[src/rtl/pwm_shadow_cmp_if.sv]
`default_nettype none
// ============================================================================
//  Module      : pwm_shadow_cmp_if
//  Description : Configuration handshake bundle for pwm_shadow_cmp. The
//                master offers a new period/duty pair with cfg_valid. The
//                slave takes it when cfg_ready is high.
//  Signals     : cfg_valid  - new configuration offered (master -> slave)
//                cfg_ready  - shadow register free      (slave -> master)
//                cfg_period - requested period, 0 means 256
//                cfg_duty   - requested duty, high clocks per period
//  Revision    : 1.0 - initial release
// ============================================================================
interface pwm_shadow_cmp_if;
    logic       cfg_valid;
    logic       cfg_ready;
    logic [7:0] cfg_period;
    logic [7:0] cfg_duty;

    modport master (
        output cfg_valid,
        output cfg_period,
        output cfg_duty,
        input  cfg_ready
    );

    modport slave (
        input  cfg_valid,
        input  cfg_period,
        input  cfg_duty,
        output cfg_ready
    );
endinterface
`default_nettype wire

[src/rtl/pwm_shadow_cmp.sv]
`default_nettype none
// ============================================================================
//  Module      : pwm_shadow_cmp
//  Description : Compare stage that follows a free-running modulus counter.
//                The counter counts 1..N and wraps to 1, where N=0 means 256.
//                This block drives the counter's modulus and produces a
//                registered PWM pair. New period/duty values enter a shadow
//                register through a valid/ready handshake. They become active
//                only on the wrap edge, so every PWM period is complete.
//  Ports       : clk, reset     - clock, asynchronous active-high reset
//                cnt            - current counter value
//                period         - active period (counter modulus)
//                cfg            - configuration handshake (slave side)
//                pwm, pwm_n     - PWM output and its complement
//                period_tick    - one-clock pulse at the start of each period
//                upd_done       - one-clock pulse when the shadow is applied
//  Options     : PWM_DEADTIME_EN - when defined, both outputs are held low
//                for DEAD_CYCLES clocks after every raw transition.
//  Revision    : 1.0 - initial release
// ============================================================================
module pwm_shadow_cmp #(
    parameter logic [7:0] RST_PERIOD  = 8'd100,
    parameter logic [7:0] RST_DUTY    = 8'd50,
    parameter logic [3:0] DEAD_CYCLES = 4'd2
) (
    input  wire logic          clk,
    input  wire logic          reset,
    input  wire logic [7:0]    cnt,
    output logic [7:0]         period,
    pwm_shadow_cmp_if.slave    cfg,
    output logic               pwm,
    output logic               pwm_n,
    output logic               period_tick,
    output logic               upd_done
);

    logic [7:0] r_act_period;
    logic [7:0] r_act_duty;
    logic [7:0] r_shd_period;
    logic [7:0] r_shd_duty;
    logic       r_pending;
    logic       r_raw;
    logic       r_period_tick;
    logic       r_upd_done;

    logic [8:0] w_ce;
    logic       w_wrap;
    logic       w_xfer;
    logic       w_apply;
    logic       w_raw_next;

    // A count of 0 stands for 256, so the compare runs on 9 bits.
    assign w_ce = (cnt == 8'd0) ? 9'd256 : {1'b0, cnt};

    // Raw 8-bit equality is the same wrap test the counter uses. A period
    // of 0 therefore wraps when cnt reaches 0 (the 256th count).
    assign w_wrap  = (cnt == r_act_period);
    assign w_xfer  = cfg.cfg_valid && !r_pending;
    assign w_apply = w_wrap && r_pending;

    // The old active duty is used on the wrap edge. The new duty first
    // affects the compare for count 1.
    assign w_raw_next = (r_act_duty != 8'd0) && (w_ce <= {1'b0, r_act_duty});

    always_ff @(posedge clk or posedge reset) begin
        if (reset) begin
            r_act_period  <= RST_PERIOD;
            r_act_duty    <= RST_DUTY;
            r_shd_period  <= 8'd0;
            r_shd_duty    <= 8'd0;
            r_pending     <= 1'b0;
            r_raw         <= 1'b0;
            r_period_tick <= 1'b0;
            r_upd_done    <= 1'b0;
        end else begin
            r_raw         <= w_raw_next;
            r_period_tick <= w_wrap;
            r_upd_done    <= w_apply;
            // Apply and transfer cannot coincide: a transfer needs an empty
            // shadow, and an apply needs a full one. Data captured on a wrap
            // edge therefore waits for the following wrap.
            if (w_apply) begin
                r_act_period <= r_shd_period;
                r_act_duty   <= r_shd_duty;
                r_pending    <= 1'b0;
            end else if (w_xfer) begin
                r_shd_period <= cfg.cfg_period;
                r_shd_duty   <= cfg.cfg_duty;
                r_pending    <= 1'b1;
            end
        end
    end

    assign period        = r_act_period;
    assign cfg.cfg_ready = !r_pending;
    assign period_tick   = r_period_tick;
    assign upd_done      = r_upd_done;

`ifdef PWM_DEADTIME_EN
    logic [3:0] r_dt;

    // The counter reloads whenever raw is about to change. Both outputs stay
    // low until it drains to zero. It resets loaded, so pwm_n starts low.
    always_ff @(posedge clk or posedge reset) begin
        if (reset) begin
            r_dt <= DEAD_CYCLES;
        end else if (w_raw_next != r_raw) begin
            r_dt <= DEAD_CYCLES;
        end else if (r_dt != 4'd0) begin
            r_dt <= r_dt - 4'd1;
        end
    end

    assign pwm   =  r_raw & (r_dt == 4'd0);
    assign pwm_n = ~r_raw & (r_dt == 4'd0);
`else
    // The dead-time length only matters when the dead-time stage is built.
    logic w_unused_dead;
    assign w_unused_dead = ^DEAD_CYCLES;

    assign pwm   =  r_raw;
    assign pwm_n = ~r_raw;
`endif

endmodule
`default_nettype wire

[src/flat_wrapper.sv]
// flat-port wrapper written by rule: the top's interface ports become plain ports
module pwm_shadow_cmp_flat 
#(
    parameter logic [7:0] RST_PERIOD  = 8'd100,
    parameter logic [7:0] RST_DUTY    = 8'd50,
    parameter logic [3:0] DEAD_CYCLES = 4'd2
)
  (clk, reset, cnt, period, pwm, pwm_n, period_tick, upd_done, cfg_cfg_valid, cfg_cfg_period, cfg_cfg_duty, cfg_cfg_ready);
  pwm_shadow_cmp_if cfg_i ();
  input  wire logic clk;
  input  wire logic reset;
  input  wire logic [7:0] cnt;
  output logic [7:0] period;
  output logic pwm;
  output logic pwm_n;
  output logic period_tick;
  output logic upd_done;
  input wire logic [$bits(cfg_i.cfg_valid)-1:0] cfg_cfg_valid;
  input wire logic [$bits(cfg_i.cfg_period)-1:0] cfg_cfg_period;
  input wire logic [$bits(cfg_i.cfg_duty)-1:0] cfg_cfg_duty;
  output wire logic [$bits(cfg_i.cfg_ready)-1:0] cfg_cfg_ready;
  assign cfg_i.cfg_valid = cfg_cfg_valid;
  assign cfg_i.cfg_period = cfg_cfg_period;
  assign cfg_i.cfg_duty = cfg_cfg_duty;
  assign cfg_cfg_ready = cfg_i.cfg_ready;
  pwm_shadow_cmp #(.RST_PERIOD(RST_PERIOD), .RST_DUTY(RST_DUTY), .DEAD_CYCLES(DEAD_CYCLES)) u_core (.clk(clk), .reset(reset), .cnt(cnt), .period(period), .cfg(cfg_i), .pwm(pwm), .pwm_n(pwm_n), .period_tick(period_tick), .upd_done(upd_done));
endmodule
[config.mk]
export PLATFORM = sky130hd
export DESIGN_NAME = pwm_shadow_cmp_flat
export DESIGN_NICKNAME = d
export VERILOG_FILES = /design/src/rtl/pwm_shadow_cmp_if.sv /design/src/rtl/pwm_shadow_cmp.sv /design/src/flat_wrapper.sv
export SDC_FILE = /design/constraint.sdc
export NUM_CORES = 1
export LEC_CHECK = 0
export ABC_AREA = 1
export CAP_MARGIN = 20
export CORE_MARGIN = 1.5
export CORE_UTILIZATION = 45
export CTS_BUF_LIST = sky130_fd_sc_hd__clkbuf_8
export CTS_CLUSTER_DIAMETER = 100
export DETAILED_ROUTE_END_ITERATION = 10
export GPL_ROUTABILITY_DRIVEN = 0
export PLACE_DENSITY = 0.72
export SLEW_MARGIN = 20
export SYNTH_ARGS = -nofsm -noshare
export SYNTH_HDL_FRONTEND = slang
export SYNTH_SLANG_ARGS = --single-unit
[constraint.sdc]
create_clock -name clk -period 1.7 [get_ports clk]
set_input_delay 0.17 -clock clk [delete_from_list [all_inputs] [get_ports clk]]
set_output_delay 0.17 -clock clk [all_outputs]
set_load 0.01 [all_outputs]
Word-level counts from Yosys, hierarchy flattened
Index checks and enable logic that the tools add are counted.
{ "totals": {"out_inout_bits": 13, "ram_bits": 0, "reg_bits": 36, "memories": 0, "in_bits": 27, "mem_bits_ro": 0, "latch_bits": 0} }
{ "op_classes": {"div_mod_pow": 0, "order_cmp": 1, "addsub": 0, "multipliers": 0, "n_bitwise": 2, "n_eq_ne": 1, "n_mux": 3, "n_shift": 0, "n_reduce_logical": 8} }
{ "op_table": {"columns": ["operator", "count"], "rows": [
  ["$le A9 B8 Y1", 1],
  ["$mux W9", 1],
  ["$eq A8 B8 Y1", 1],
  ["$logic_not A8 Y1", 1],
  ["$reduce_bool A8 Y1", 1],
  ["$logic_and A1 B1 Y1", 3],
  ["$mux W1", 2],
  ["$not A1 Y1", 2],
  ["$reduce_and A2 Y1", 1],
  ["$reduce_bool A2 Y1", 1],
  ["$logic_not A1 Y1", 1]
]} }

Longest topological paths before layout
Gate-level depths: netlist of run 1.
{ "depth": {"word_depth": 4, "depth_mapped": 9, "mapped_depth_nobuf": 9} }

Worst setup path after synthesis of run 1
No wires, ideal clock.
{ "synth_timing": {"kind": "register -> register", "startpoint": "register u_core.r_act_period[5] (netlist: u_core.period[5])", "endpoint": "register u_core.r_act_period[0] (netlist: u_core.period[0])", "setup_time_ps": 117, "arrival_ps": 1336, "path_stages_with_launch": 8, "path_slack_ps": 246, "path_buffers": 1, "cell_sequence": "dfstp_2 xnor2_1 nand2_1 nor2_4 nand3_4 buf_6 nand2_1 nand2_1"} }
{ "synth_via": {"elab_chain_cells": 2} }
{ "synth_lines": {"columns": ["element", "line", "text"], "rows": [
  ["start: declaration", "pwm_shadow_cmp.sv:37", "logic [7:0] r_act_period;"],
  ["start signal: assignment", "pwm_shadow_cmp.sv:83", "r_act_period <= r_shd_period;"],
  ["$eq A8 B8 Y1", "pwm_shadow_cmp.sv:57", "assign w_wrap = (cnt == r_act_period);"],
  ["$logic_and A1 B1 Y1", "pwm_shadow_cmp.sv:59", "assign w_apply = w_wrap && r_pending;"]
]} }
No other way between the ends.
A chain may end at the register's enable or synchronous reset.

Final worst setup path of run 1
{ "layout_timing": {"startpoint": "register u_core.r_act_period[2] (netlist: u_core.period[2])", "endpoint": "output port period[2]"} }
{ "layout_rtl": {"columns": ["element", "line", "text"], "rows": [
  ["end: declaration", "flat_wrapper.sv:13", "output logic [7:0] period;"]
]} }
No word-level cell between the ends.

==> summary.txt, run 1 <==
Place
  – Place WS: roughly 0.021 ns
  – Placed Area: around 2300 um2
  – Dpl cells: ~280
  – Detailed placement HPWL: 2.64 mm
  – Port bufs: 39

Logic synthesis
  – Post-synthesis sequential area ratio: 49.5%
  – Synthesized cell area: about 1800 um2
  – Synthesized area per cell: between 9 and 10 um2
  – Dominant cells by area after synthesis: dfrtp_1 (41%), nand2_1 (11%), mux2_2 (9.8%)
  – Synth Instances: between 150 and 200
  – Area share of the largest cell type after synthesis: between 40 and 50%
  – Seq cells post-synth: 36
  – Warnings, synthesis: 0
  – Library cells used by synthesis: 20
  – Synth Net Count: roughly 230
  – Cell taking the most area after synthesis: dfrtp_1

Pwr
  – Leakage: 1.15 nW
  – Clk pwr share: 29.2%
  – Sequential share of power: 51.2%
  – Switching share of power: between 20% and 30%
  – Comb pwr share: between 10% and 20%
  – Power Density: just under 900 nW/um2
  – Int Pwr: 1.49 mW
  – Total power: around 2.1 mW
  – Net switching power: 560 uW
  – VDD IR max: around 0.00056 V

Floorplanning
  – Die height: between 60 and 70 um
  – Die area: 4470 um2
  – Initial Util: between 40% and 50%
  – IO Pins: 40
  – # rows: 23
  – Core Area: around 4000 um2
  – Die width: 66.8 um

Clock tree
  – Setup bufs post-CTS: 0
  – Post-cts sizing count: 0
  – CTS tree: yes
  – CTS H-tree depth: 2
  – Hold buffers post-CTS: 0
  – Clock Pin Slew Worst Setup and Hold Paths: 0.07 ns
  – Clock sink count: 36
  – Clock insertion delay at the later pin of the skew report: roughly 0.29 ns
  – Root Driver: clkbuf_8
  – Bufs on Longest Clock Path: 2
  – CTS Buf Count: 5

Setup path
  – Worst Path Buf+Inv: 1
  – Crit path cell chain: clkdlybuf4s50_1
  – Max Fanout on Critical Path: 3
  – Critical-path top delay cell: dfstp_2
  – WP data arrival: about 1.4 ns
  – Critical path class: reg2out
  – CP endpoint kind: output pin
  – CP required: 1.53 ns
  – Top Family by Delay on Critical Path: flip-flops
  – Max stage delay on crit path: 0.56 ns
  – Worst setup SP type: register

Global routing
  – Largest net degree at the start of global routing: 37
  – Initial antenna violation count: 0
  – Vias in the first global route: 1,333
  – Gr usage total: between 15 and 20%
  – Remaining Overflow, GRT: 0
  – First-pass GRT wire length: 5.87 mm

Drt
  – DRC viols: 0
  – 1st-pass router iterations: 4
  – Via density: between 4 and 5
  – Via count: 1,386
  – Antenna viol nets, final: 0
  – Routed length per instance: 12.3 um
  – Drt total wl: roughly 3.5 mm
  – Number of DRC markers in iteration 0: 63

STA
  – Max Clk Rate: about 0.64 GHz
  – Final period util: between 90% and 100%
  – TNS Setup: 0 ns
  – Final hold slack: 0.281 ns
  – Setup WS post-layout: between 0.1 and 0.15 ns
  – Final hold vios: 0
  – Worst Skew: between 0.009 and 0.01 ns
  – Slew @ Worst Pin: ~0.45 ns
  – Finish-stage setup viols: 0
  – RSZ-0062 raised after global routing: no
  – Pins Over Slew Limit: 0
  – Post-layout min period: between 1.5 and 2 ns
  – Slew margin rel.: a little over two thirds

Final layout
  – Commonest non-fill, non-tap cells in the layout: nand2_1 (53), clkdlybuf4s50_1 (39), dfrtp_1 (30), inv_1 (23), nand4_1 (17)
  – Commonest non-fill, non-tap cell in the layout: nand2_1
  – Final Non-Filler Cells: between 200 and 300
  – Utilization after layout: between 50% and 60%
  – Ant. Diodes: 0
  – Area growth syn-to-layout: 28.1%
  – Fillers: roughly 360
  – Sequential Area: slightly above 900 um2
  – Design area: about 2300 um2
  – Multi-input combinational cell area: between 700 and 800 um2
  – Layout cells sized above 1: 17.2%
  – Nets@finish: between 200 and 300

Hold path
  – Worst hold-check path type: in2async

Run status
  – Status: complete, no violations

Job
  – Max-cap viol count: 0
metal layers:
metal	up-vias	part of all wire, %	global-route usage [%]
li1	694	-	-
met1	645	45	22.8
met2	38	47	28.0
met3	9	4.0	5.07
met4	0	3.1	10.7
met5	-	0	0
path summary, 6_finish.rpt:
check	from	cells past startpoint	slack [ns]	to
min in group clk	u_core.r_act_duty[1]	2	0.47	u_core.r_act_duty[1]
max in group asynchronous	reset	3	1.07	u_core.period[5]
max	u_core.period[2]	1	0.13	period[2]
max reg2reg	u_core.r_act_duty[4]	9	0.20	u_core.pwm
min reg2reg	u_core.r_act_duty[1]	2	0.47	u_core.r_act_duty[1]
min	reset	3	0.28	u_core.r_shd_period[6]
cell usage after synthesis:
cell / instances
a21oi_1: 2
buf_2: 2
buf_4: 1
buf_6: 2
clkbuf_1: 8
dfrtp_1: 30
dfstp_2: 6
ha_1: 8
inv_1: 23
mux2_2: 16
nand2_1: 53
nand2_2: 1
nand3_1: 4
nand3_4: 1
nand4_1: 17
nor2_1: 7
nor2_4: 2
nor4_1: 1
o21ai_0: 1
xnor2_1: 8
logic make-up (layout without fill, tap and decap cells):
logic type	Yosys count	count (layout)	share of synthesized area, %
xor gates and xnor gates	8	8	3.82
buffers and inverters	36	76	8.53
AOI/OAI and AO/OA	3	3	0.818
and+or+nand+nor	86	86	22.0
muxes	16	16	9.82
DFF	36	36	49.5
adders and majority gates	8	8	5.46
power by group through the flow:
stage                     Sequential, mW  Clock, mW  Combinational, mW
after floorplan                     1.05          0              0.239
after global placement              1.06          0              0.399
after detailed placement            1.07          0              0.408
after CTS                           1.05      0.624              0.409
after global routing                1.07      0.643              0.455
final                               1.05      0.599              0.403
flip-flops by register name, indices dropped and copies added (netlist names):
register / cells
u_core.period: 8
u_core.period_tick: 1
u_core.pwm: 1
u_core.r_act_duty: 8
u_core.r_pending: 1
u_core.r_shd_duty: 8
u_core.r_shd_period: 8
u_core.upd_done: 1
worst register-to-register path, cell delays in order (launching register included):
cell and delay (ns):
dfstp_2 0.54, inv_1 0.05, ha_1 0.29, nand2_1 0.06, inv_1 0.06, nand2_1 0.05
nor2_1 0.12, nand3_1 0.09, nand3_1 0.07, a21oi_1 0.06
area by class of cell:
class	instances	area share (%)
well taps	50	2.66
inverters	23	3.67
clock buffers	5	2.93
multi-input cells	121	32.7
clock inverters	3	0.799
repair buffers	45	18.5
flip-flops and latches	36	38.7
Note: power is estimated with default switching activity, not from simulation.
==> inputs of run 2 (changes only) <==
Settings changed: CORE_UTILIZATION 45 to 35, PLACE_DENSITY 0.72 to not set.
==> summary.txt, run 2 (synthesis gave the netlist of run 1 again) <==
Run status
  – Status: complete, no violations

Drt
  – 1st-pass router iterations: 4
  – Antenna viol nets, final: 0
  – DRC viols: 0
  – Via count: between 1,000 and 1,500
  – Number of DRC markers in iteration 0: 44
  – Drt total wl: between 3 and 4 mm
  – Routed length per instance: 12.4 um
  – Via density: 4.48

Setup path
  – Worst setup SP type: register
  – Max Fanout on Critical Path: 3
  – Max stage delay on crit path: 0.58 ns
  – Top Family by Delay on Critical Path: flip-flops
  – Origin of the critical flop-to-flop path: u_core.r_act_duty[4]
  – Crit path cell chain: clkdlybuf4s50_1
  – Critical path class: reg2out
  – WP data arrival: between 1 and 1.5 ns
  – Worst Path Buf+Inv: 1
  – Worst Setup SP: u_core.period[5]
  – Critical-path top delay cell: dfstp_2
  – R2r setup slk: roughly 0.19 ns
  – CP endpoint kind: output pin
  – CP required: roughly 1.5 ns

Final layout
  – Commonest non-fill, non-tap cells in the layout: nand2_1 (53), clkdlybuf4s50_1 (39), dfrtp_1 (30), inv_1 (23), nand4_1 (17)
  – Area growth syn-to-layout: 30.5%
  – Ant. Diodes: 0
  – Layout cells sized above 1: 16.1%
  – Commonest non-fill, non-tap cell in the layout: nand2_1
  – Nets@finish: about 270
  – Utilization after layout: 47.2%

Hold path
  – Worst hold-check path type: in2async

STA
  – TNS Setup: 0 ns
  – Max Clk Rate: ~0.64 GHz
  – Post-layout min period: 1.57 ns
  – Slew margin rel.: a little over two thirds
  – Final period util: 92.2%
  – Setup WS post-layout: approximately 0.13 ns
  – Finish-stage setup viols: 0
  – Slew @ Worst Pin: approximately 0.46 ns
  – RSZ-0062 raised after global routing: no
  – Worst Skew: ~0.0063 ns
  – Final hold vios: 0
  – Pins Over Slew Limit: 0

Clock tree
  – CTS H-tree depth: 2
  – Post-cts sizing count: 0
  – Clock insertion delay at the later pin of the skew report: 0.28 ns
  – Clock Pin Slew Worst Setup and Hold Paths: roughly 0.07 ns
  – Bufs on Longest Clock Path: 2
  – Setup bufs post-CTS: 0
  – CTS tree: yes
  – CTS Buf Count: 5
  – Hold buffers post-CTS: 0
  – Clock sink count: 36
  – Root Driver: clkbuf_8

Pwr
  – VDD IR max: 0.000583 V
  – Leakage: between 1 and 1.5 nW
  – Total power: approximately 2.1 mW
  – Power Density: 879 nW/um2

Global routing
  – Remaining Overflow, GRT: 0
  – Largest net degree at the start of global routing: 37
  – First-pass GRT wire length: 6.36 mm
  – Vias in the first global route: 1,346
  – Initial antenna violation count: 0
  – Gr usage total: about 15%

Place
  – Port bufs: 39
  – Place WS: 0.0201 ns
  – Detailed placement HPWL: around 2.8 mm

Floorplanning
  – Initial Util: 36.1%
  – Core Area: between 5000 and 6000 um2
  – Die height: between 70 and 80 um
  – Die area: about 5700 um2
  – # rows: 26
  – Die width: roughly 75 um
  – IO Pins: 40

Job
  – Max-cap viol count: 0
[run 2: area by class of cell]
| type | instances | area (um2) |
|---|---|---|
| multi-input combinational | 121 | 769 |
| fill | 517 | 2680 |
| clock buffer | 7 | 96.3 |
| tap | 70 | 87.6 |
| sequential | 36 | 908 |
| timing repair buffer | 43 | 445 |
| inverter | 23 | 86.3 |
[run 2: path summary, 6_finish.rpt]
kind / to / cells after the start
setup reg to reg: u_core.pwm / 9
hold / removal: u_core.r_shd_duty[4] / 3
min in group clk: u_core.r_act_duty[4] / 2
setup / recovery: period[5] / 1
hold reg to reg: u_core.r_act_duty[4] / 2
max in group asynchronous: u_core.r_act_duty[1] / 3
[run 2: worst reg2reg max path: cells and delay by family, from the launching register on]
kind | cells | cell delay, ns
AOI/OAI and AO/OA | 1 | 0.06
adders and majority gates | 1 | 0.29
buffers and inverters | 2 | 0.11
DFF | 1 | 0.54
and+or+nand+nor | 5 | 0.40
[run 2: per-stage QoR]
stage / hold WS (ns) / instance area (um2) / cells
after detailed placement: 0.459 / 2300 / 293
after CTS: 0.299 / 2390 / 300
after global routing: 0.364 / 2390 / 300
final: 0.290 / 2390 / 300
after global placement: 0.458 / 2300 / 293
after floorplan: 0.295 / 1830 / 193
[run 2: where the power goes]
group | switching [mW] | total [mW] | internal (mW) | leakage, nW
clock | 0.281 | 0.642 | 0.361 | 0.0503
sequential | 0.0721 | 1.05 | 0.979 | 0.456
combinational | 0.177 | 0.410 | 0.233 | 0.639
[run 2: per-layer routing]
layer	share of wire, %	global-route usage (%)
met5	0	0
met4	0.91	5.36
met3	4.0	3.57
met2	46	23.5
met1	49	20.9
==> inputs of run 3 (changes only) <==
Settings changed: MAX_ROUTING_LAYER set to met4.
==> summary.txt, run 3 (synthesis gave the netlist of run 1 again) <==
Pwr
  – Clk pwr share: between 30% and 40%
  – Switching share of power: between 20% and 30%
  – VDD IR max: a little under 0.0006 V
  – Leakage: between 1 and 1.5 nW
  – Comb pwr share: between 10% and 20%
  – Int Pwr: about 1.6 mW
  – Net switching power: ~530 uW
  – Sequential share of power: roughly half
  – Power Density: around 880 nW/um2

Floorplanning
  – Die area: 5680 um2
  – Die height: 75.4 um
  – Initial Util: a little over a third
  – Core Area: 5070 um2
  – Die width: 75.4 um
  – # rows: 26
  – IO Pins: 40

Clock tree
  – Post-cts sizing count: 0
  – Bufs on Longest Clock Path: 2
  – CTS H-tree depth: 2
  – CTS tree: yes
  – Setup bufs post-CTS: 0
  – Clock Pin Slew Worst Setup and Hold Paths: roughly 0.070 ns
  – Clock sink count: 36
  – Hold buffers post-CTS: 0
  – Root Driver: clkbuf_8
  – Clock insertion delay at the later pin of the skew report: ~0.28 ns
  – CTS Buf Count: 5

Final layout
  – Sequential Area: ~910 um2
  – Fillers: 517
  – Ant. Diodes: 0
  – Commonest non-fill, non-tap cell in the layout: nand2_1
  – Layout cells sized above 1: approximately 16%
  – Nets@finish: ~270
  – Area growth syn-to-layout: 30.5%
  – Multi-input combinational cell area: about 770 um2
  – Commonest non-fill, non-tap cells in the layout: nand2_1 (53), clkdlybuf4s50_1 (39), dfrtp_1 (30), inv_1 (23), nand4_1 (17)

Setup path
  – Critical path class: reg2out
  – Worst Path Buf+Inv: 1
  – Max Fanout on Critical Path: 3
  – CP endpoint kind: output pin
  – Max stage delay on crit path: around 0.58 ns
  – WP data arrival: ~1.4 ns
  – Top Family by Delay on Critical Path: flip-flops
  – Critical-path top delay cell: dfstp_2
  – CP required: 1.53 ns
  – Crit path cell chain: clkdlybuf4s50_1
  – Worst setup SP type: register

STA
  – Final hold vios: 0
  – Final hold slack: approximately 0.29 ns
  – RSZ-0062 raised after global routing: no
  – Pins Over Slew Limit: 0
  – Finish-stage setup viols: 0
  – Post-layout min period: about 1.6 ns
  – Max Clk Rate: around 0.64 GHz
  – Worst Skew: approximately 0.0063 ns
  – TNS Setup: 0 ns
  – Slew margin rel.: a little over two thirds
  – Slew @ Worst Pin: 0.456 ns
  – Final period util: between 90% and 100%

Drt
  – Drt total wl: approximately 3.7 mm
  – 1st-pass router iterations: 4
  – Antenna viol nets, final: 0
  – Via density: between 4 and 5
  – Number of DRC markers in iteration 0: 46
  – DRC viols: 0
  – Via count: about 1,300
  – Routed length per instance: approximately 12 um

Job
  – Max-cap viol count: 0

Place
  – Port bufs: 39
  – Detailed placement HPWL: around 2.8 mm

Global routing
  – Gr usage total: approximately 16%
  – Initial antenna violation count: 0
  – Vias in the first global route: 1,346
  – Remaining Overflow, GRT: 0
  – Largest net degree at the start of global routing: 37
  – First-pass GRT wire length: 6.36 mm

Hold path
  – Worst hold-check path type: in2async

Run status
  – Status: complete, no violations
## run 3: layout make-up
| type | instances | area share, % |
|---|---|---|
| Clock buffer | 7 | 4.03 |
| Inverter | 23 | 3.61 |
| Multi-Input combinational cell | 121 | 32.1 |
| Sequential cell | 36 | 38.0 |
| Tap cell | 70 | 3.66 |
| Timing Repair Buffer | 43 | 18.6 |
## run 3: metal layers
layer  GRT usage [%]  vias to the layer above  share of wire (%)
li1                -                      687                  -
met1            20.9                      627                 50
met2            23.5                       27                 46
met3            3.57                        2                3.7
met4            5.36                        0               0.91
met5               -                        -                  0
## run 3: worst register-to-register path: cells and delay by family, from the launching register on
family,cells,cell delay [ns]
compound gates,1,0.06
simple gates,5,0.40
fa+ha+maj,1,0.29
flops,1,0.54
buf+inv,2,0.11
## run 3: power groups by stage
stage          clock [mW]  combinational, mW  sequential, mW
4_1_cts             0.666              0.417            1.05
3_3_place_gp            0              0.407            1.06
2_1_floorplan           0              0.239            1.05
5_1_grt             0.697              0.467            1.07
6_report            0.642              0.410            1.05
3_5_place_dp            0              0.415            1.07
## run 3: path summary, 6_finish.rpt
check | from | end | slack, ns | cells after the start
max reg2reg | u_core.r_act_duty[4] | u_core.pwm | 0.19 | 9
min in group clk | u_core.r_act_duty[4] | u_core.r_act_duty[4] | 0.47 | 2
min reg2reg | u_core.r_act_duty[4] | u_core.r_act_duty[4] | 0.47 | 2
max | u_core.period[5] | period[5] | 0.13 | 1
min | reset | u_core.r_shd_duty[4] | 0.29 | 3
max in group asynchronous | reset | u_core.r_act_duty[1] | 1.06 | 3
## run 3: through the flow
stage	power (mW)	area, um2	cells	setup WS (ns)	util, %
2_1_floorplan	1.29	1830	193	0.246	-
3_3_place_gp	1.47	2300	293	0.0262	45.3
3_5_place_dp	1.48	2300	293	0.0201	45.3
4_1_cts	2.13	2390	300	0.112	47.2
5_1_grt	2.23	2390	300	0.0546	47.2
6_report	2.10	2390	300	0.133	47.2
==> patch 1, RTL diff (flow settings as in run 2) <==
Put a register stage on the output `pwm_n`, cleared by the reset. The value now appears one clock later. The other outputs are not delayed to match.
--- a/src/rtl/pwm_shadow_cmp.sv
+++ b/src/rtl/pwm_shadow_cmp.sv
@@ -119,7 +119,13 @@
     assign w_unused_dead = ^DEAD_CYCLES;
 
     assign pwm   =  r_raw;
-    assign pwm_n = ~r_raw;
+    always_ff @(posedge clk or posedge reset) begin
+        if (reset) begin
+            pwm_n <= '0;
+        end else begin
+            pwm_n <= ~r_raw;
+        end
+    end
 `endif
 
 endmodule
Check against the original RTL: not equivalent (a bounded check fails within 4 cycles, from zero or initial values and one cycle with reset high).
==> patch 1 against run 2 <==
  * Combinational power barely moved
  * Routed wire length fell by 0.24%
  * Highest routed layer unchanged
  * Sequential cell count rose by 1
  * Critical endpoint unchanged
  * Setup slack improved by 0.0083 ns
  * Synthesized area rose by 1.4%
  * Largest power group unchanged
  * Worst hold slack improved by 0.011 ns
  * Global-route usage fell by 1.1 points
  * Design area rose by 0.78%
  * Power fell by 0.24%
==> patch 1: results <==
[finish]
drive_above_1_share_pct = 15.5
fin_nets = 266

[setup_path]
cpMaxStageDelayCell = "dfstp_2"
r2r_slack_ns = 0.21
arrival_ns = 1.39
reg2reg_to = "u_core.pwm$_DFF_PP0_"
critical-path-top-delay-family = "flip-flops"

[placement]
place_area_um2 = 2320
hpwl_mm = 2.75
place_ws_ns = 0.0442

[cts]
cts_max_level = 2
post_cts_resized = 0
clk_pin_slew_worst_paths_ns = 0.07
clockBufferDepth = 2
clk_latency_ns = 0.28
cts-root-buf = "clkbuf_8"

[logic_synthesis]
synth_nets = 229
synth_seq_area_share_pct = 50.2
synthTopCellsByArea = "dfrtp_1, nand2_1, mux2_2"
synthTopCellsByCount = "nand2_1, dfrtp_1, inv_1"

[global_route]
grt_max_degree = 38
grt_pass1_vias = 1264
grt_pass1_wl_mm = 5.95
grt_usage_pct = 14.1

[route]
first_iter_violations = 60
vias_per_cell = 4.59
wirelength_mm = 3.71

[floorplan]
start_util_pct = 36.4

[min_path]
hp-class = "in2async"

[pwr]
ir_drop_mv = 0.366
p_leak_nw = 1.16
p_switching_mw = 0.540

[sta]
finalClockSkew_ns = 0.00833
worst_pin_slew_ns = 0.466

[status]
status = "completed"
==> patch 1: cell types whose count changed after synthesis <==
cell / delta
dfrtp_1: +1
==> patch 1: tightest hold or removal path, delay by kind of cell <==
family   cells  cell delay, ns
buf+inv      3            0.85
==> patch 1: power by group through the flow <==
| stage | sequential, mW | clock (mW) | combinational (mW) |
|---|---|---|---|
| final | 1.08 | 0.612 | 0.409 |
| after CTS | 1.08 | 0.635 | 0.417 |
| after global placement | 1.09 | 0 | 0.409 |
| after floorplan | 1.08 | 0 | 0.237 |
| after detailed placement | 1.10 | 0 | 0.415 |
| after global routing | 1.09 | 0.666 | 0.461 |
==> patch 1: metal layers <==
| layer | part of all wire, % | global-route usage [%] | routed length, um |
|---|---|---|---|
| met3 | 3.7 | 3.17 | 139 |
| met5 | 0 | 0 | 0 |
| met2 | 48 | 22.7 | 1760 |
| met4 | 0.92 | 5.36 | 34 |
| met1 | 48 | 18.6 | 1770 |
==> patch 1: cells by family after synthesis <==
logic type / count (synthesis) / synth area share (%)
adders and majority gates: 8 / 5.38
buffers and inverters: 36 / 8.41
xor gates and xnor gates: 8 / 3.77
and+or+nand+nor: 86 / 21.7
muxes: 16 / 9.69
AOI/OAI and AO/OA: 3 / 0.807
DFF: 37 / 50.2
==> patch 1: worst max path at each step <==
stage               slack, ns                             start  cells past startpoint                           end
global placement         0.05                            cnt[1]                      7  u_core.r_pending$_DFFE_PP0P_
floorplan                0.25      u_core.period[5]$_DFFE_PP1P_                      7  u_core.period[0]$_DFFE_PP0P_
detailed placement       0.04                            cnt[1]                      7  u_core.r_pending$_DFFE_PP0P_
finish                   0.14      u_core.period[5]$_DFFE_PP1P_                      1                     period[5]
global route             0.02  u_core.r_act_duty[4]$_DFFE_PP1P_                      9          u_core.pwm$_DFF_PP0_
CTS                      0.12      u_core.period[5]$_DFFE_PP1P_                      1                     period[5]
==> patch 1: area by class of cell <==
class,count,area (um^2)
Clock buffer,6,82.6
Sequential cell,37,933
Fill cell,501,2700
Multi-Input combinational cell,121,769
Tap cell,70,87.6
Timing Repair Buffer,43,445
Clock inverter,2,7.51
Inverter,23,86.3
==> patch 1: stage by stage <==
| stage | hold WS (ns) | total power [mW] | std cells |
|---|---|---|---|
| after floorplan | 0.295 | 1.32 | 194 |
| after global placement | 0.405 | 1.50 | 294 |
| after detailed placement | 0.410 | 1.51 | 294 |
| after CTS | 0.312 | 2.13 | 302 |
| after global routing | 0.387 | 2.22 | 302 |
| final | 0.301 | 2.10 | 302 |
==> patch 2, RTL diff (settings of run 2) <==
Without the edit above. The option `PWM_DEADTIME_EN` is turned on by a define.
--- a/src/rtl/pwm_shadow_cmp.sv
+++ b/src/rtl/pwm_shadow_cmp.sv
@@ -18,6 +18,8 @@
 //                for DEAD_CYCLES clocks after every raw transition.
 //  Revision    : 1.0 - initial release
 // ============================================================================
+`define PWM_DEADTIME_EN
+
 module pwm_shadow_cmp #(
     parameter logic [7:0] RST_PERIOD  = 8'd100,
     parameter logic [7:0] RST_DUTY    = 8'd50,
Formal check against the unedited RTL: not equivalent (Yosys sat finds a counterexample within 4 cycles, from zero or initial values and one cycle with reset high).
==> patch 2 against run 2 <==
  * The run now ends with setup timing left
  * Design area increased by 13%
  * Sequential cell count increased by 4
  * Core utilization increased by 1.6 points
  * Setup slack got worse by 0.15 ns
  * Synthesized area increased by 10%
  * Routed wire length increased by 1.5%
  * Sequential share of layout area decreased by 0.57 points
Power is not compared: it rests on default switching activity, and its combinational part moved more than twofold at a synthesized area within 25%.
==> patch 2: results <==
[status]
status = "finished with violations"
violations = "setup timing"

[logic_synthesis]
synthCells = 222
synth_seq_area_share_pct = 50.0
synth_nets = 259
synthTopCellsByArea = "dfrtp_1, nand2_1, dfstp_2"
synth_cell_types = 26

[setup_path]
cpPeakStageDelay_ns = 0.54
arrival_ns = 1.94
reg2reg_to = "u_core.r_dt[0]$_DFFE_PP0P_"
r2r_cells = 11
r2r-start = "u_core.r_act_duty[1]$_DFFE_PP1P_"

[sta]
worst_hold_slack_ns = 0.296
worst_pin_slew_ns = 0.498
fin_ws_ns = -0.0150
setup_viol = 2
finalSetupTns_ns = -0.0227

[global_route]
grt_usage_pct = 13.6
grt_max_degree = 41
grt_pass1_vias = 1494
grt_pass1_wl_mm = 6.60

[placement]
place_area_um2 = 2560
hpwl_mm = 2.88
dp_cells = 338

[route]
vias_per_cell = 4.35
first_iter_violations = 58
wl_per_cell_um = 10.9

[finish]
fillers = 549
layoutNonFillerInstCount = 347
fin_nets = 311
-- patch 2: changes by cell type in the layout (fill, tap and decap cells not counted), sizes merged, moves of 6 or more --
cell   before  now
nand4      17    2
nor2        9   19
nand2      54   63
buf         4   15
o21ai       1    8
mux2       16   10
inv        23   34
-- patch 2: area by class of cell --
type | count | area [um^2] | share of cell area [%]
Sequential cell | 40 | 1010 | 37.4
Multi-Input combinational cell | 140 | 887 | 32.8
Timing Repair Buffer | 54 | 505 | 18.7
Inverter | 33 | 124 | 4.59
Tap cell | 72 | 90.1 | 3.33
Clock buffer | 5 | 68.8 | 2.55
Clock inverter | 3 | 16.3 | 0.602
-- patch 2: critical path: cells and delay by family, from the launching register on --
family,cells,cell delay [ns]
adder cells (fa/ha/maj),1,0.25
flip-flops,1,0.54
AND/OR/NAND/NOR,9,0.80
buffers and inverters,1,0.05
-- patch 2: layer usage --
layer	part of all wire, %	wire [um]	vias to the layer above	global-route usage [%]
met5	0	0	-	0
met4	1.6	59	0	5.26
met3	5.2	195	6	3.33
met2	47	1770	32	21.4
met1	46	1750	691	18.1
li1	-	-	782	-
-- patch 2: power groups by stage --
stage                     registers [mW]  logic (mW)  clock network (mW)
after global routing                1.64        1.64               0.673
after detailed placement            1.60        1.38                   0
final                               1.58        1.45               0.608
after CTS                           1.59        1.42               0.630
after global placement              1.60        1.34                   0
after floorplan                     1.58       0.887                   0
-- patch 2: cells by family after synthesis --
kind of cell	share of synthesized area, %
DFF	50.0
muxes	5.57
AOI/OAI and AO/OA	4.83
and+or+nand+nor	20.3
buffers and inverters	9.23
xor gates and xnor gates	3.90
adders and majority gates	6.19
-- patch 2: what timing repair did --
item                                    4_1_cts  5_1_grt
pin swaps                                     2        1
buffers inserted                              1        0
hold buffers                                  0        0
resized for setup                            12       10
endpoints found under the setup margin        6        6
